### src/rtl/uart_tx_buffered.sv
// Buffered UART transmitter: a small FIFO absorbs producer bursts, and a
// bit-timing FSM serialises each word as start, data (LSB first), optional
// parity and stop bit(s). Consecutive frames are sent with no idle gap.
module uart_tx_buffered #(
  parameter int CLOCK_FREQ = 100_000_000,
  parameter int BAUD_RATE  = 115_200,
  parameter int WIDTH      = 8,
  parameter int PARITY     = 0,
  parameter int STOP_BITS  = 1,
  parameter int FIFO_DEPTH = 8
) (
  input  logic                          clk,
  input  logic                          reset,
  input  logic [WIDTH-1:0]              data_in,
  input  logic                          data_in_valid,
  output logic                          data_in_ready,
  output logic                          serial_out,
  output logic                          tx_busy,
  output logic [$clog2(FIFO_DEPTH):0]   fifo_count
);

  localparam int SYMBOL_EDGE_TIME = CLOCK_FREQ / BAUD_RATE;
  localparam int CNT_W  = (SYMBOL_EDGE_TIME > 1) ? $clog2(SYMBOL_EDGE_TIME) : 1;
  localparam int PTR_W  = $clog2(FIFO_DEPTH);
  localparam int OCC_W  = PTR_W + 1;
  localparam int IDX_W  = $clog2(WIDTH + 1);

  localparam logic [CNT_W-1:0] CNT_LAST      = CNT_W'(SYMBOL_EDGE_TIME - 1);
  localparam logic [IDX_W-1:0] DATA_LAST     = IDX_W'(WIDTH - 1);
  localparam logic [IDX_W-1:0] STOP_LAST     = IDX_W'(STOP_BITS - 1);
  localparam logic [OCC_W-1:0] FULL_COUNT    = OCC_W'(FIFO_DEPTH);
  localparam logic             PARITY_INVERT = (PARITY == 1);

  typedef enum logic [2:0] {
    ST_IDLE, ST_START, ST_DATA, ST_PARITY, ST_STOP
  } state_e;

  // FIFO storage and bookkeeping
  logic [WIDTH-1:0] mem_q [FIFO_DEPTH];
  logic [PTR_W-1:0] wr_ptr_q, wr_ptr_d;
  logic [PTR_W-1:0] rd_ptr_q, rd_ptr_d;
  logic [OCC_W-1:0] count_q, count_d;
  logic             push, pop, empty, full;
  logic [WIDTH-1:0] head;

  // Transmit FSM state
  state_e           state_q, state_d;
  logic [CNT_W-1:0] cnt_q, cnt_d;
  logic [IDX_W-1:0] idx_q, idx_d;
  logic [WIDTH-1:0] shift_q, shift_d;
  logic             parity_q, parity_d;
  logic             serial_q, serial_d;
  logic             busy_q, busy_d;
  logic             bit_done;

  // Ready is a function of the registered occupancy only, so a pop in the
  // same cycle cannot open a full FIFO.
  assign full          = (count_q == FULL_COUNT);
  assign empty         = (count_q == '0);
  assign data_in_ready = !full;
  assign push          = data_in_valid && !full;
  assign head          = mem_q[rd_ptr_q];
  assign bit_done      = (cnt_q == CNT_LAST);

  assign serial_out = serial_q;
  assign tx_busy    = busy_q;
  assign fifo_count = count_q;

  // FIFO pointer and occupancy next-state; pointers wrap naturally at FIFO_DEPTH.
  always_comb begin
    // NOTE: every output gets a default first so no path leaves it unassigned (no latch).
    wr_ptr_d = wr_ptr_q;
    rd_ptr_d = rd_ptr_q;
    count_d  = count_q;
    if (push) wr_ptr_d = wr_ptr_q + 1'b1;
    if (pop)  rd_ptr_d = rd_ptr_q + 1'b1;
    case ({push, pop})
      2'b10:   count_d = count_q + 1'b1;
      2'b01:   count_d = count_q - 1'b1;
      default: count_d = count_q;
    endcase
  end

  // FIFO registers and storage.
  always_ff @(posedge clk) begin
    // NOTE: sequential state uses non-blocking assignment so all flops update together.
    if (reset) begin
      wr_ptr_q <= '0;
      rd_ptr_q <= '0;
      count_q  <= '0;
      // NOTE: storage is cleared too so every register has a known value after reset.
      for (int i = 0; i < FIFO_DEPTH; i++) mem_q[i] <= '0;
    end else begin
      wr_ptr_q <= wr_ptr_d;
      rd_ptr_q <= rd_ptr_d;
      count_q  <= count_d;
      if (push) mem_q[wr_ptr_q] <= data_in;
    end
  end

  // Frame sequencing: bit timing, state transitions, next line level and pop.
  always_comb begin
    state_d  = state_q;
    cnt_d    = cnt_q;
    idx_d    = idx_q;
    shift_d  = shift_q;
    parity_d = parity_q;
    serial_d = serial_q;
    pop      = 1'b0;

    if (state_q != ST_IDLE) cnt_d = bit_done ? '0 : cnt_q + 1'b1;

    case (state_q)
      ST_IDLE: begin
        serial_d = 1'b1;
        cnt_d    = '0;
        if (!empty) pop = 1'b1;
      end
      ST_START: begin
        if (bit_done) begin
          state_d  = ST_DATA;
          idx_d    = '0;
          serial_d = shift_q[0];
        end
      end
      ST_DATA: begin
        if (bit_done) begin
          if (idx_q == DATA_LAST) begin
            idx_d = '0;
            if (PARITY != 0) begin
              state_d  = ST_PARITY;
              serial_d = parity_q;
            end else begin
              state_d  = ST_STOP;
              serial_d = 1'b1;
            end
          end else begin
            idx_d    = idx_q + 1'b1;
            shift_d  = shift_q >> 1;
            serial_d = shift_q[1];
          end
        end
      end
      ST_PARITY: begin
        if (bit_done) begin
          state_d  = ST_STOP;
          idx_d    = '0;
          serial_d = 1'b1;
        end
      end
      ST_STOP: begin
        if (bit_done) begin
          if (idx_q == STOP_LAST) begin
            if (!empty) begin
              pop = 1'b1;
            end else begin
              state_d  = ST_IDLE;
              serial_d = 1'b1;
            end
          end else begin
            idx_d = idx_q + 1'b1;
          end
        end
      end
      default: begin
        state_d  = ST_IDLE;
        serial_d = 1'b1;
      end
    endcase

    // A pop always launches a new frame from the latched head word.
    if (pop) begin
      state_d  = ST_START;
      idx_d    = '0;
      shift_d  = head;
      parity_d = (^head) ^ PARITY_INVERT;
      serial_d = 1'b0;
    end
  end

  assign busy_d = (state_d != ST_IDLE);

  // FSM registers, including the registered line and busy outputs.
  always_ff @(posedge clk) begin
    if (reset) begin
      state_q  <= ST_IDLE;
      cnt_q    <= '0;
      idx_q    <= '0;
      shift_q  <= '0;
      parity_q <= 1'b0;
      serial_q <= 1'b1;
      busy_q   <= 1'b0;
    end else begin
      state_q  <= state_d;
      cnt_q    <= cnt_d;
      idx_q    <= idx_d;
      shift_q  <= shift_d;
      parity_q <= parity_d;
      serial_q <= serial_d;
      busy_q   <= busy_d;
    end
  end

endmodule

### config.mk
export PLATFORM = sky130hd
export DESIGN_NAME = uart_tx_buffered
export DESIGN_NICKNAME = d
export VERILOG_FILES = /design/src/rtl/uart_tx_buffered.sv
export SDC_FILE = /design/constraint.sdc
export NUM_CORES = 1
export LEC_CHECK = 0
export ABC_AREA = 0
export BUFFER_PORTS_ARGS = -buffer_cell sky130_fd_sc_hd__buf_2
export CORE_ASPECT_RATIO = 1.1
export CORE_MARGIN = 3
export CORE_UTILIZATION = 40
export DETAILED_ROUTE_END_ITERATION = 8
export SYNTH_ARGS = -nofsm -noshare
export SYNTH_HDL_FRONTEND = slang
export SYNTH_SLANG_ARGS = --single-unit
### constraint.sdc
create_clock -name clk -period 3.9 [get_ports clk]
set_clock_uncertainty 0.05 [all_clocks]
set_input_delay 0.39 -clock clk [delete_from_list [all_inputs] [get_ports clk]]
set_output_delay 0.39 -clock clk [all_outputs]
set_load 0.03 [all_outputs]
### Word-level counts from Yosys, hierarchy flattened

Memory sizes are Yosys's and may differ from the RTL's. A register that Yosys moved wholly into a read port is not among the register bits.
Cells that the tools add are included.

* bits in registers: 37
* latch bits: 0
* RAM bits: 64
* ROM bits: 0
* input bits: 11
* output and inout port bits: 7
* logic and storage cells: 98
* memories kept: 1

Memory list
* mem_q: words 8, bits a word 8, rd ports 1, clocked after memory_dff 1, write ports 8, RTL line 39 `logic [WIDTH-1:0] mem_q [FIFO_DEPTH];`

* add/subtract/negate cells: 6
* multiply operators: 0
* div/mod/pow operators: 0
* $lt $le $gt $ge: 0
* eq/ne operators: 20
* shifts and indexed selects: 0
* mux-type cells: 44
* bitwise gates (word level): 0
* reduce and logical (&&, ||, !) cells: 18

Operators by type and width (count)
* $mux W8: 5
* $mux W3: 11
* $mux W4: 5
* $ne A3 B3 Y1 const B: 6
* $mux W1: 17
* $pmux W3 S5: 1
* $pmux W4 S3: 1
* $add A10 B1 Y10 const B: 1
* $eq A10 B10 Y1 const B: 1
* $mux W10: 1
* $reduce_bool A3 Y1: 3
* $add A4 B1 Y4 const B: 2
* $logic_not A4 Y1: 2
* $ne A2 B2 Y1 const B: 4
* $pmux W4 S2: 1
* $reduce_or A8 Y1: 1
* $add A3 B1 Y3 const B: 2
* $eq A3 B2 Y1 const B: 2
* $reduce_and A6 Y1: 1
* $reduce_bool A2 Y1: 3
* $reduce_or A2 Y1: 3
* $reduce_and A5 Y1: 1
* $eq A4 B3 Y1 const B: 1
* $eq A4 B4 Y1 const B: 1
* other kinds (12): 12

### Depth between registers and ports, before layout

Gate-level depths: netlist (run 1).

* depth in word-level cells: 8
* depth in mapped cells: 14
* gate-level depth less buffers: 13

### Least setup slack after synthesis (run 1)

OpenSTA, ideal clock, no wires.

* path kind: reg2reg
* start: reg idx_q[0]
* end: reg count_q[2], in the netlist fifo_count[2]
* setup time: 0.121 ns
* data arrival time: 3.324 ns
* setup slack: 0.405 ns
* cell stages (with the launch flop): 15
* buffers on the path: 1
* clock period less this slack: 3.495 ns
* path through: dfxtp_1 inv_1 ha_1 or3b_2 or4_4 a21bo_1 buf_6 clkinv_1 ha_1 xor2_1 ha_1 nor2_1 and4_1 a211oi_1 mux2_2

* word-level cells in the longest chain between the ends: 6

Ends and longest elaborated chain
* from (decl): RTL line 49 `logic [IDX_W-1:0] idx_q, idx_d;`
* from (signal assigned): RTL line 196 `idx_q <= idx_d;`
* $logic_not A4 Y1 *: RTL line 153 `if (idx_q == STOP_LAST) begin`
* $mux W1 *: RTL line 153
* $mux W1 *: RTL line 152 `if (bit_done) begin`
* $pmux W1 S2 *: RTL line 113 `case (state_q)`
* via pop: RTL line 43 `logic push, pop, empty, full;`
* $eq A2 B1 Y1 or $eq A2 B2 Y1 (tied branches): RTL line 77 `case ({push, pop})`
* $pmux W4 S2 or $reduce_bool A2 Y1 (tied branches)
* to (signal assigned): RTL line 96 `count_q <= count_d;`
* to (decl): RTL line 42 `logic [OCC_W-1:0] count_q, count_d;`

Mark *: on every way through the listed nets, which the timed path passes. The rest lies on a longest branch.
A chain may end at the register's enable or synchronous reset.

### Final worst setup path (run 1)

Ends and elaborated chain as after synthesis.

==> summary.txt, run 1 <==
Outcome
  – Status: finished, final reports clean

STA
  – Minimum clock period: 3.62 ns
  – RSZ-0062 raised after global routing: false
  – F_max: 0.276 GHz
  – Tightest Pin Transition: 0.711 ns
  – Slew Viols, Final: 0
  – Setup TNS: 0 ns
  – Max-Slew Margin vs Limit: 52.5%
  – Setup ws final: 0.281 ns
  – Final setup violation count: 0
  – Hold Vio Cnt, Final: 0
  – Worst Hold Slack: 0.309 ns
  – Final cycle utilization of the critical path: 92.8%

Worst setup path
  – CP max-delay cell: or4_4
  – Critical path class: reg2reg
  – Critical Path Most Common Cell: ha_1
  – FF-to-FF Start: idx_q[0]$_SDFFE_PP0P_
  – Nature of the critical path startpoint: register
  – Worst reg2reg path depth: 13
  – Worst reg-to-reg setup slack: 0.28 ns
  – CP arrival: 3.81 ns
  – Worst stage delay on the critical path: 0.56 ns
  – FF-to-FF End: fifo_count[2]$_SDFFE_PP0P_
  – CP Capture Type: register
  – Buf/Inv on CP: 2
  – Crit-path leading delay family: simple AND/OR/NAND/NOR gates
  – Crit-path max FO: 8
  – Worst Path Required: 4.09 ns
  – CP Cell Sequence: inv_1, ha_1, or3b_2, or4_4, a21bo_1, clkinv_1, ha_2, xor2_1, ha_1, nor2_1, and4_1, a211oi_1, mux2_2

Synth
  – Synth Instances: 412
  – Synth Flop Type: edfxtp_1
  – Ys async rst share: 0%
  – Avg Inst Size Synth: 11.8 µm²
  – Synthesized cell area: 4880 µm²
  – Synth warn: 0
  – Mapped Nets: 430
  – Number of library cell types mapped by synthesis: 51
  – Seq/Total Area, Yosys: 55.8%
  – Seq cells post-synth: 104
  – Post-synth EDFFs: 64

Power and ir drop
  – Power share of the sequential group: 42.9%
  – Pwr dens: 604 nW/µm²
  – Clock share of power: 29.3%
  – Sw power: 1.06 mW
  – Int Pwr: 2.23 mW
  – Leak: 1.95 nW
  – Total power: 3.29 mW
  – Peak VDD IR: 0.395 mV
  – Sw frac: 32.1%
  – Comb power frac: 27.8%

Final layout
  – Fillers: 1090
  – Final std cells w/o fill: 584
  – Most frequent cells in the layout: and2_1 (64), edfxtp_1 (64), dfxtp_1 (40)
  – Nets: 447
  – FF/Latch Area: 2720 µm²
  – Antenna diodes: 0
  – Layout cell share with drive strength beyond 1: 18.2%
  – Multi-input gate area: 2060 µm²
  – P&R area growth vs syn: 11.6%

Placed design
  – DP HPWL: 6640 µm
  – Port buffer count: 17
  – RePlAce Congestion: 0.788
  – DP Cell Count: 568
  – Place WS: 0.236 ns

Floorplan
  – Die area: 13600 µm²
  – Ports: 18
  – Die Ht: 122 µm
  – Initial core utilization: 41.7%
  – Die Wd: 111 µm
  – Row count: 41
  – Core Region: 11700 µm²

CTS
  – Hold Buf Count CTS: 0
  – CTS tree: yes
  – Longest Clk Path Bufs: 2
  – CTS sink count: 104
  – Post-CTS Setup Inserts: 0
  – Clk root buf: clkbuf_16
  – TritonCTS Buffers: 9
  – H-tree depth: 3
  – Clock Pin Slew Worst Setup and Hold Paths: 0.07 ns
  – Clock latency on the worst-skew pair: 0.35 ns

Detailed routing
  – Starting DRT DRC Count: 143
  – Via count: 3104
  – Wire per inst: 16.9 µm
  – DR vias/cell: 5.32
  – DRT Pass-1 Iters: 4
  – DRC: 0
  – DRT antenna net count: 0
  – Routed WL: 9900 µm

GRT
  – Pin count of the biggest net entering global routing: 39
  – Total track usage: 15.5%
  – Vias in the first global route: 3034
  – First-pass GRT wire length: 16100 µm
  – Grt ovf: 0
  – Initial antenna violation count: 0

Hold path
  – Min-Delay Path Class: in2reg
  – Hold Crit Endpoint: wr_ptr_q[1]$_SDFFE_PP0P_
  – Min-delay src: data_in_valid
  – Hold Crit Depth: 3

Job
  – Max-Cap Viols: 0
==> tightest hold or removal path, cell delays in order <==
cell	delay, ns
buf_2	0.13
nand3_1	0.09
a21oi_1	0.05
==> sequential cells by signal, indices dropped and copies added, names as in the netlist, named ones only <==
signal      count
mem_q          64
cnt_q          10
shift_q         8
fifo_count      4
idx_q           4
rd_ptr_q        3
state_q         3
wr_ptr_q        3
serial_out      1
tx_busy         1
==> per-stage QoR <==
step                instance area, µm²  utilization (%)
floorplan                         4880                -
global placement                  5120             43.8
detailed placement                5120             43.8
CTS                               5440             46.5
global route                      5450             46.6
finish                            5450             46.6
==> cell families after synthesis <==
kind of cell | synth area share [%]
DFF | 55.8
adders and majority gates | 1.79
AOI/OAI and AO/OA | 6.26
and+or+nand+nor | 22.6
muxes | 9.41
xor gates and xnor gates | 2.15
buffers and inverters | 1.97
==> power by group through the flow <==
| stage | Combinational [mW] | Sequential, mW | Clock (mW) |
|---|---|---|---|
| after floorplan | 0.704 | 1.43 | 0 |
| after global placement | 0.913 | 1.43 | 0 |
| after detailed placement | 0.918 | 1.44 | 0 |
| after CTS | 0.923 | 1.41 | 0.980 |
| after global routing | 1.02 | 1.43 | 1.02 |
| final | 0.914 | 1.41 | 0.963 |
==> synthesized netlist by cell type, drive strengths merged (2+ instances only) <==
library cell | count | share of area [%]
a211oi | 4 | 0.62
a21oi | 22 | 2.3
a22oi | 4 | 0.62
a311oi | 3 | 0.54
a31oi | 2 | 0.26
and2 | 64 | 8.2
and3 | 3 | 0.38
buf | 4 | 0.51
clkbuf | 13 | 1.0
dfxtp | 40 | 16
edfxtp | 64 | 39
ha | 7 | 1.8
inv | 5 | 0.38
mux2 | 7 | 1.6
mux2i | 2 | 0.41
mux4 | 16 | 7.4
nand2 | 22 | 1.7
nand2b | 7 | 0.90
nand3 | 12 | 1.2
nand3b | 3 | 0.46
nand4 | 2 | 0.26
nand4b | 2 | 0.36
nor2 | 28 | 2.2
nor2b | 8 | 1.0
nor3 | 7 | 0.82
nor3b | 5 | 0.77
nor4 | 2 | 0.26
o21ai | 8 | 0.82
or2 | 8 | 1.0
or3 | 7 | 0.90
or3b | 2 | 0.36
or4 | 3 | 0.54
or4b | 3 | 0.69
xnor2 | 5 | 0.90
xor2 | 7 | 1.3
==> metal layers <==
layer  global-route usage [%]  up-vias  wire [µm]
met4                     5.93        0        192
met1                     19.2     1523       4600
li1                         -     1529          -
met2                     26.2       36       4840
met3                     3.97       16        264
met5                        0        -          0
==> layout make-up <==
cell class	count	area share, %
clock buffers	10	4.39
clock inverters	6	1.45
inverters	6	0.414
multi-input cells	285	37.9
flip-flops and latches	104	50.0
well taps	150	3.45
repair buffers	23	2.39
==> worst max path at each step <==
stage,startpoint,to,slack [ns],cells past startpoint
after floorplan,idx_q[0]$_SDFFE_PP0P_,fifo_count[2]$_SDFFE_PP0P_,0.40,14
after global placement,idx_q[0]$_SDFFE_PP0P_,fifo_count[2]$_SDFFE_PP0P_,0.33,13
after detailed placement,idx_q[0]$_SDFFE_PP0P_,fifo_count[2]$_SDFFE_PP0P_,0.24,13
after CTS,idx_q[0]$_SDFFE_PP0P_,fifo_count[2]$_SDFFE_PP0P_,0.22,13
after global routing,idx_q[0]$_SDFFE_PP0P_,fifo_count[2]$_SDFFE_PP0P_,0.02,13
final,idx_q[0]$_SDFFE_PP0P_,fifo_count[2]$_SDFFE_PP0P_,0.28,13
==> repair_timing <==
item                                    4_1_cts  5_1_grt
hold endpoints to repair                      0        0
endpoints found under the setup margin        0        1
resized for setup                             0        1
Note: power is estimated with default switching activity, not from simulation.
==> inputs of run 2 (changes only) <==
CORE_UTILIZATION = 52   (was 40)
PLACE_DENSITY = 0.69   (was default)
==> summary.txt, run 2 (synthesized netlist as in run 1, its figures left out) <==
Outcome
  – Status: finished, final reports clean

CTS
  – Longest Clk Path Bufs: 2 (unchanged)
  – Clock Pin Slew Worst Setup and Hold Paths: 0.11 ns (+0.04 ns)
  – CTS sink count: 104 (unchanged)
  – Clk root buf: clkbuf_8
  – CTS tree: yes
  – PostCTS Resize Cnt: 0 (unchanged)
  – Post-CTS Setup Inserts: 0 (unchanged)
  – Hold Buf Count CTS: 0 (unchanged)
  – H-tree depth: 3 (unchanged)
  – TritonCTS Buffers: 9 (unchanged)
  – Clock latency on the worst-skew pair: 0.37 ns (+0.02 ns)

GRT
  – Pin count of the biggest net entering global routing: 39 (unchanged)
  – Grt ovf: 0 (unchanged)
  – Total track usage: 18.3% (+2.9 points)
  – First-pass GRT wire length: 15100 µm (-6.4%)
  – Vias in the first global route: 3020 (-0.46%)
  – Initial antenna violation count: 0 (unchanged)

Final layout
  – Nets: 445 (-0.45%)
  – Post-route cell area: 5280 µm² (-3.1%)
  – Largest registers: mem_q x64, cnt_q x10, shift_q x8
  – Layout cell share with drive strength beyond 1: 17.6% (-0.61 points)
  – Largest register FFs: 64 (unchanged)
  – Multi-input gate area: 2060 µm² (-0.12%)
  – P&R area growth vs syn: 8.07%
  – Antenna diodes: 0 (unchanged)
  – Most frequent cells in the layout: and2_1 (64), edfxtp_1 (64), dfxtp_1 (40)
  – Fillers: 730 (-33%)
  – Final std cells w/o fill: 546 (-6.5%)
  – Top reg by flops: mem_q
  – FF/Latch Area: 2720 µm² (unchanged)

STA
  – Worst Hold Slack: 0.296 ns (-0.0132 ns)
  – Slew Viols, Final: 0 (unchanged)
  – F_max: 0.275 GHz (-0.53%)
  – Hold Vio Cnt, Final: 0 (unchanged)
  – Tightest Pin Transition: 0.855 ns (+0.144 ns)
  – Final setup violation count: 0 (unchanged)
  – RSZ-0062 raised after global routing: false
  – Minimum clock period: 3.64 ns (+0.0192 ns)
  – Final cycle utilization of the critical path: 93.3% (+0.49 points)
  – Setup TNS: 0 ns (unchanged)
  – Max-Slew Margin vs Limit: 42.9% (-9.6 points)

Worst setup path
  – Critical path class: reg2reg
  – Worst Path Required: 4.12 ns (+0.03 ns)
  – CP Capture Type: register
  – Crit-path max FO: 8 (unchanged)
  – CP arrival: 3.86 ns (+0.05 ns)
  – Nature of the critical path startpoint: register

Floorplan
  – Die Ht: 108 µm (-12%)
  – Initial core utilization: 54.2% (+12 points)
  – Die area: 10600 µm² (-22%)
  – Row count: 36 (-12%)
  – Ports: 18 (unchanged)
  – Core Region: 9010 µm² (-23%)
  – Die Wd: 98.4 µm (-12%)

Placed design
  – Post-DP Area: 5060 µm² (-1.2%)
  – RePlAce Congestion: 0.756 (-4.1%)
  – DP Cell Count: 530 (-6.7%)
  – Port buffer count: 17 (unchanged)
  – DP HPWL: 6480 µm (-2.4%)

Detailed routing
  – Starting DRT DRC Count: 109 (-24%)
  – Wire per inst: 16.4 µm (-3.1%)
  – Via count: 3030 (-2.4%)
  – DR vias/cell: 5.55 (+4.4%)
  – DRT antenna net count: 0 (unchanged)
  – DRC: 0 (unchanged)
  – DRT Pass-1 Iters: 4 (unchanged)
  – Routed WL: 8970 µm (-9.4%)

Job
  – Max-Cap Viols: 0 (unchanged)

Power and ir drop
  – Peak VDD IR: 0.254 mV (-36%)
  – Pwr dens: 575 nW/µm² (-4.8%)
  – Leak: 1.89 nW (-3.2%)

Hold path
  – Min-Delay Path Class: in2reg
run 2: cell types whose count changed in the layout (fill, tap and decap cells not counted), sizes merged:
cell / before / now
clkbuf: 10 / 9
clkinvlp: 0 / 1
inv: 10 / 9
buf: 23 / 21
clkinv: 1 / 2
run 2: power by group:
group | switching [mW] | total [mW] | leakage [nW] | internal, mW
Sequential | 0.138 | 1.44 | 0.989 | 1.30
Clock | 0.408 | 0.720 | 0.104 | 0.312
Combinational | 0.479 | 0.877 | 0.797 | 0.398
Total | 1.03 | 3.03 | 1.89 | 2.01
run 2: critical path, cell delays in order, from the launching register on:
cell	delay (ns)
dfxtp_1	0.37
inv_1	0.07
ha_1	0.14
or3b_2	0.48
or4_4	0.55
a21bo_1	0.22
clkinv_1	0.15
ha_1	0.30
xor2_1	0.18
ha_1	0.20
nor2_1	0.04
and4_1	0.20
a211oi_1	0.23
mux2_2	0.35
run 2: path summary, 6_finish.rpt:
| kind | startpoint | to | slack, ns | depth (start not counted) |
|---|---|---|---|---|
| max | idx_q[0]$_SDFFE_PP0P_ | fifo_count[2]$_SDFFE_PP0P_ | 0.26 | 13 |
| min | data_in_valid | wr_ptr_q[1]$_SDFFE_PP0P_ | 0.30 | 3 |
| max reg2reg | idx_q[0]$_SDFFE_PP0P_ | fifo_count[2]$_SDFFE_PP0P_ | 0.26 | 13 |
| min reg2reg | cnt_q[0]$_SDFFE_PP0P_ | cnt_q[0]$_SDFFE_PP0P_ | 0.41 | 1 |
run 2: layout make-up:
cell class / count / area share, %
clock buffers: 9 / 2.35
clock inverters: 7 / 1.64
inverters: 6 / 0.427
multi-input cells: 285 / 39.1
flip-flops and latches: 104 / 51.6
well taps: 114 / 2.70
repair buffers: 21 / 2.18
run 2: per-stage QoR:
step / worst slack (ns) / power, mW / utilization [%]
after detailed placement: 0.260 / 2.35 / 56.2
final: 0.262 / 3.03 / 58.6
after floorplan: 0.405 / 2.14 / -
after global routing: 0.0500 / 3.21 / 58.6
after CTS: 0.226 / 3.05 / 58.6
after global placement: 0.351 / 2.32 / 56.2
run 2: layer usage:
metal	vias up	GRT usage [%]	part of all wire, %
met1	1446	22.4	44
met2	56	32.6	52
met4	0	6.15	1.0
met5	-	0	0
li1	1521	-	-
met3	7	3.63	3.3
==> inputs of run 3 (changes only) <==
CAP_MARGIN = 20   (was default)
CORE_MARGIN = 10   (was 3)
CTS_BUF_LIST = sky130_fd_sc_hd__clkbuf_8   (was default)
==> summary.txt, run 3 (synthesized netlist as in run 1, its figures left out) <==
STA
  – Worst Hold Slack: 0.285 ns (-0.0110 ns)
  – Slew Viols, Final: 0 (unchanged)
  – Tightest Pin Transition: 0.678 ns (-0.177 ns)
  – F_max: 0.271 GHz (-1.5%)
  – Hold Vio Cnt, Final: 0 (unchanged)
  – Minimum clock period: 3.69 ns (+0.0568 ns)
  – Max-Slew Margin vs Limit: 54.7% (+12 points)
  – RSZ-0062 raised after global routing: false
  – Final setup violation count: 0 (unchanged)
  – Setup TNS: 0 ns (unchanged)
  – Final cycle utilization of the critical path: 94.7% (+1.5 points)
  – Setup ws final: 0.205 ns (-0.0568 ns)

Detailed routing
  – DR vias/cell: 5.66 (+2.0%)
  – Routed WL: 9520 µm (+6.1%)
  – DRC: 0 (unchanged)
  – Starting DRT DRC Count: 202 (+85%)
  – DRT antenna net count: 0 (unchanged)
  – DRT Pass-1 Iters: 4 (unchanged)
  – Via count: 3112 (+2.7%)
  – Wire per inst: 17.3 µm (+5.3%)

GRT
  – Grt ovf: 0 (unchanged)
  – Total track usage: 14.7% (-3.7 points)
  – Vias in the first global route: 3192 (+5.7%)
  – First-pass GRT wire length: 16300 µm (+8.4%)
  – Initial antenna violation count: 0 (unchanged)
  – Pin count of the biggest net entering global routing: 39 (unchanged)

Final layout
  – Antenna diodes: 0 (unchanged)
  – Post-route cell area: 5260 µm² (-0.24%)
  – Final Util: 56.8% (-1.7 points)
  – Most frequent cells in the layout: and2_1 (64), edfxtp_1 (64), dfxtp_1 (40)
  – Nets: 446 (+0.22%)
  – Layout cell share with drive strength beyond 1: 17.6% (-0.041 points)
  – Largest registers: mem_q x64, cnt_q x10, shift_q x8
  – Final std cells w/o fill: 550 (+0.73%)
  – Fillers: 783 (+7.3%)
  – Largest register FFs: 64 (unchanged)
  – Top reg by flops: mem_q
  – P&R area growth vs syn: 7.82%

Worst setup path
  – CP arrival: 3.91 ns (+0.05 ns)
  – CP Capture Type: register
  – Worst Path Required: 4.12 ns (about the same)
  – Nature of the critical path startpoint: register
  – FF-to-FF Start: idx_q[0]$_SDFFE_PP0P_
  – Crit-path max FO: 8 (unchanged)
  – Critical Path Start: idx_q[0]$_SDFFE_PP0P_
  – Critical path class: reg2reg

CTS
  – Longest Clk Path Bufs: 2 (unchanged)
  – H-tree depth: 3 (unchanged)
  – Clock latency on the worst-skew pair: 0.37 ns (about the same)
  – Clock Pin Slew Worst Setup and Hold Paths: 0.10 ns (about the same)
  – TritonCTS Buffers: 9 (unchanged)
  – CTS tree: yes
  – Post-CTS Setup Inserts: 0 (unchanged)
  – PostCTS Resize Cnt: 0 (unchanged)
  – Hold Buf Count CTS: 0 (unchanged)
  – CTS sink count: 104 (unchanged)
  – Clk root buf: clkbuf_8

Floorplan
  – Row count: 37 (+2.8%)
  – Core Region: 9260 µm² (+2.8%)
  – Die area: 13700 µm² (+29%)
  – Ports: 18 (unchanged)
  – Die Wd: 112 µm (+14%)
  – Die Ht: 122 µm (+13%)
  – Initial core utilization: 52.7% (-1.5 points)

Hold path
  – Min-delay src: data_in_valid
  – Min-Delay Path Class: in2reg

Power and ir drop
  – Leak: 1.89 nW (about the same)
  – Peak VDD IR: 0.280 mV (+10%)
  – Total power: 2.97 mW (-1.9%)
  – Pwr dens: 565 nW/µm² (-1.7%)

Placed design
  – Post-DP Area: 5080 µm² (+0.22%)
  – RePlAce Congestion: 0.751 (-0.74%)
  – Place WS: 0.261 ns (+0.000995 ns)
  – DP Cell Count: 534 (+0.75%)
  – DP HPWL: 6800 µm (+4.9%)
  – Port buffer count: 17 (unchanged)

Outcome
  – Status: finished, final reports clean

Job
  – Max-Cap Viols: 0 (unchanged)
## run 3: cell count changes in the layout (fill, tap and decap cells not counted)
cell | before | now
inv_6 | 2 | 1
buf_4 | 4 | 5
bufinv_16 | 1 | 0
inv_8 | 2 | 3
inv_1 | 5 | 6
## run 3: area by class of cell
cell class / count / area, µm² / area share [%]
clock buffers: 9 / 124 / 2.35
clock inverters: 7 / 62.6 / 1.19
inverters: 6 / 22.5 / 0.428
multi-input cells: 285 / 2060 / 39.2
flip-flops and latches: 104 / 2720 / 51.7
well taps: 117 / 146 / 2.78
repair buffers: 22 / 123 / 2.33
## run 3: power breakdown
group | leakage (nW) | switching (mW) | total [mW] | internal (mW)
clock | 0.0970 | 0.400 | 0.647 | 0.247
sequential | 0.989 | 0.114 | 1.41 | 1.30
combinational | 0.803 | 0.518 | 0.916 | 0.399
## run 3: worst paths after layout
path / end / slack (ns) / cells after the start
setup reg to reg: fifo_count[2]$_SDFFE_PP0P_ / 0.21 / 13
setup / recovery: fifo_count[2]$_SDFFE_PP0P_ / 0.21 / 13
hold reg to reg: cnt_q[0]$_SDFFE_PP0P_ / 0.42 / 1
hold / removal: wr_ptr_q[1]$_SDFFE_PP0P_ / 0.28 / 3
## run 3: critical path, cell delays in order, from the launching register on
cell      delay [ns]
dfxtp_1         0.36
inv_1           0.07
ha_1            0.15
or3b_2          0.48
or4_4           0.55
a21bo_1         0.23
clkinv_1        0.17
ha_1            0.30
xor2_1          0.19
ha_1            0.21
nor2_1          0.05
and4_1          0.20
a211oi_1        0.23
mux2_2          0.35
## run 3: routing by layer
layer,routed length [µm],GRT usage [%]
met1,4270,18.1
met2,4920,25.0
met3,212,2.70
met4,115,5.63
met5,0,0
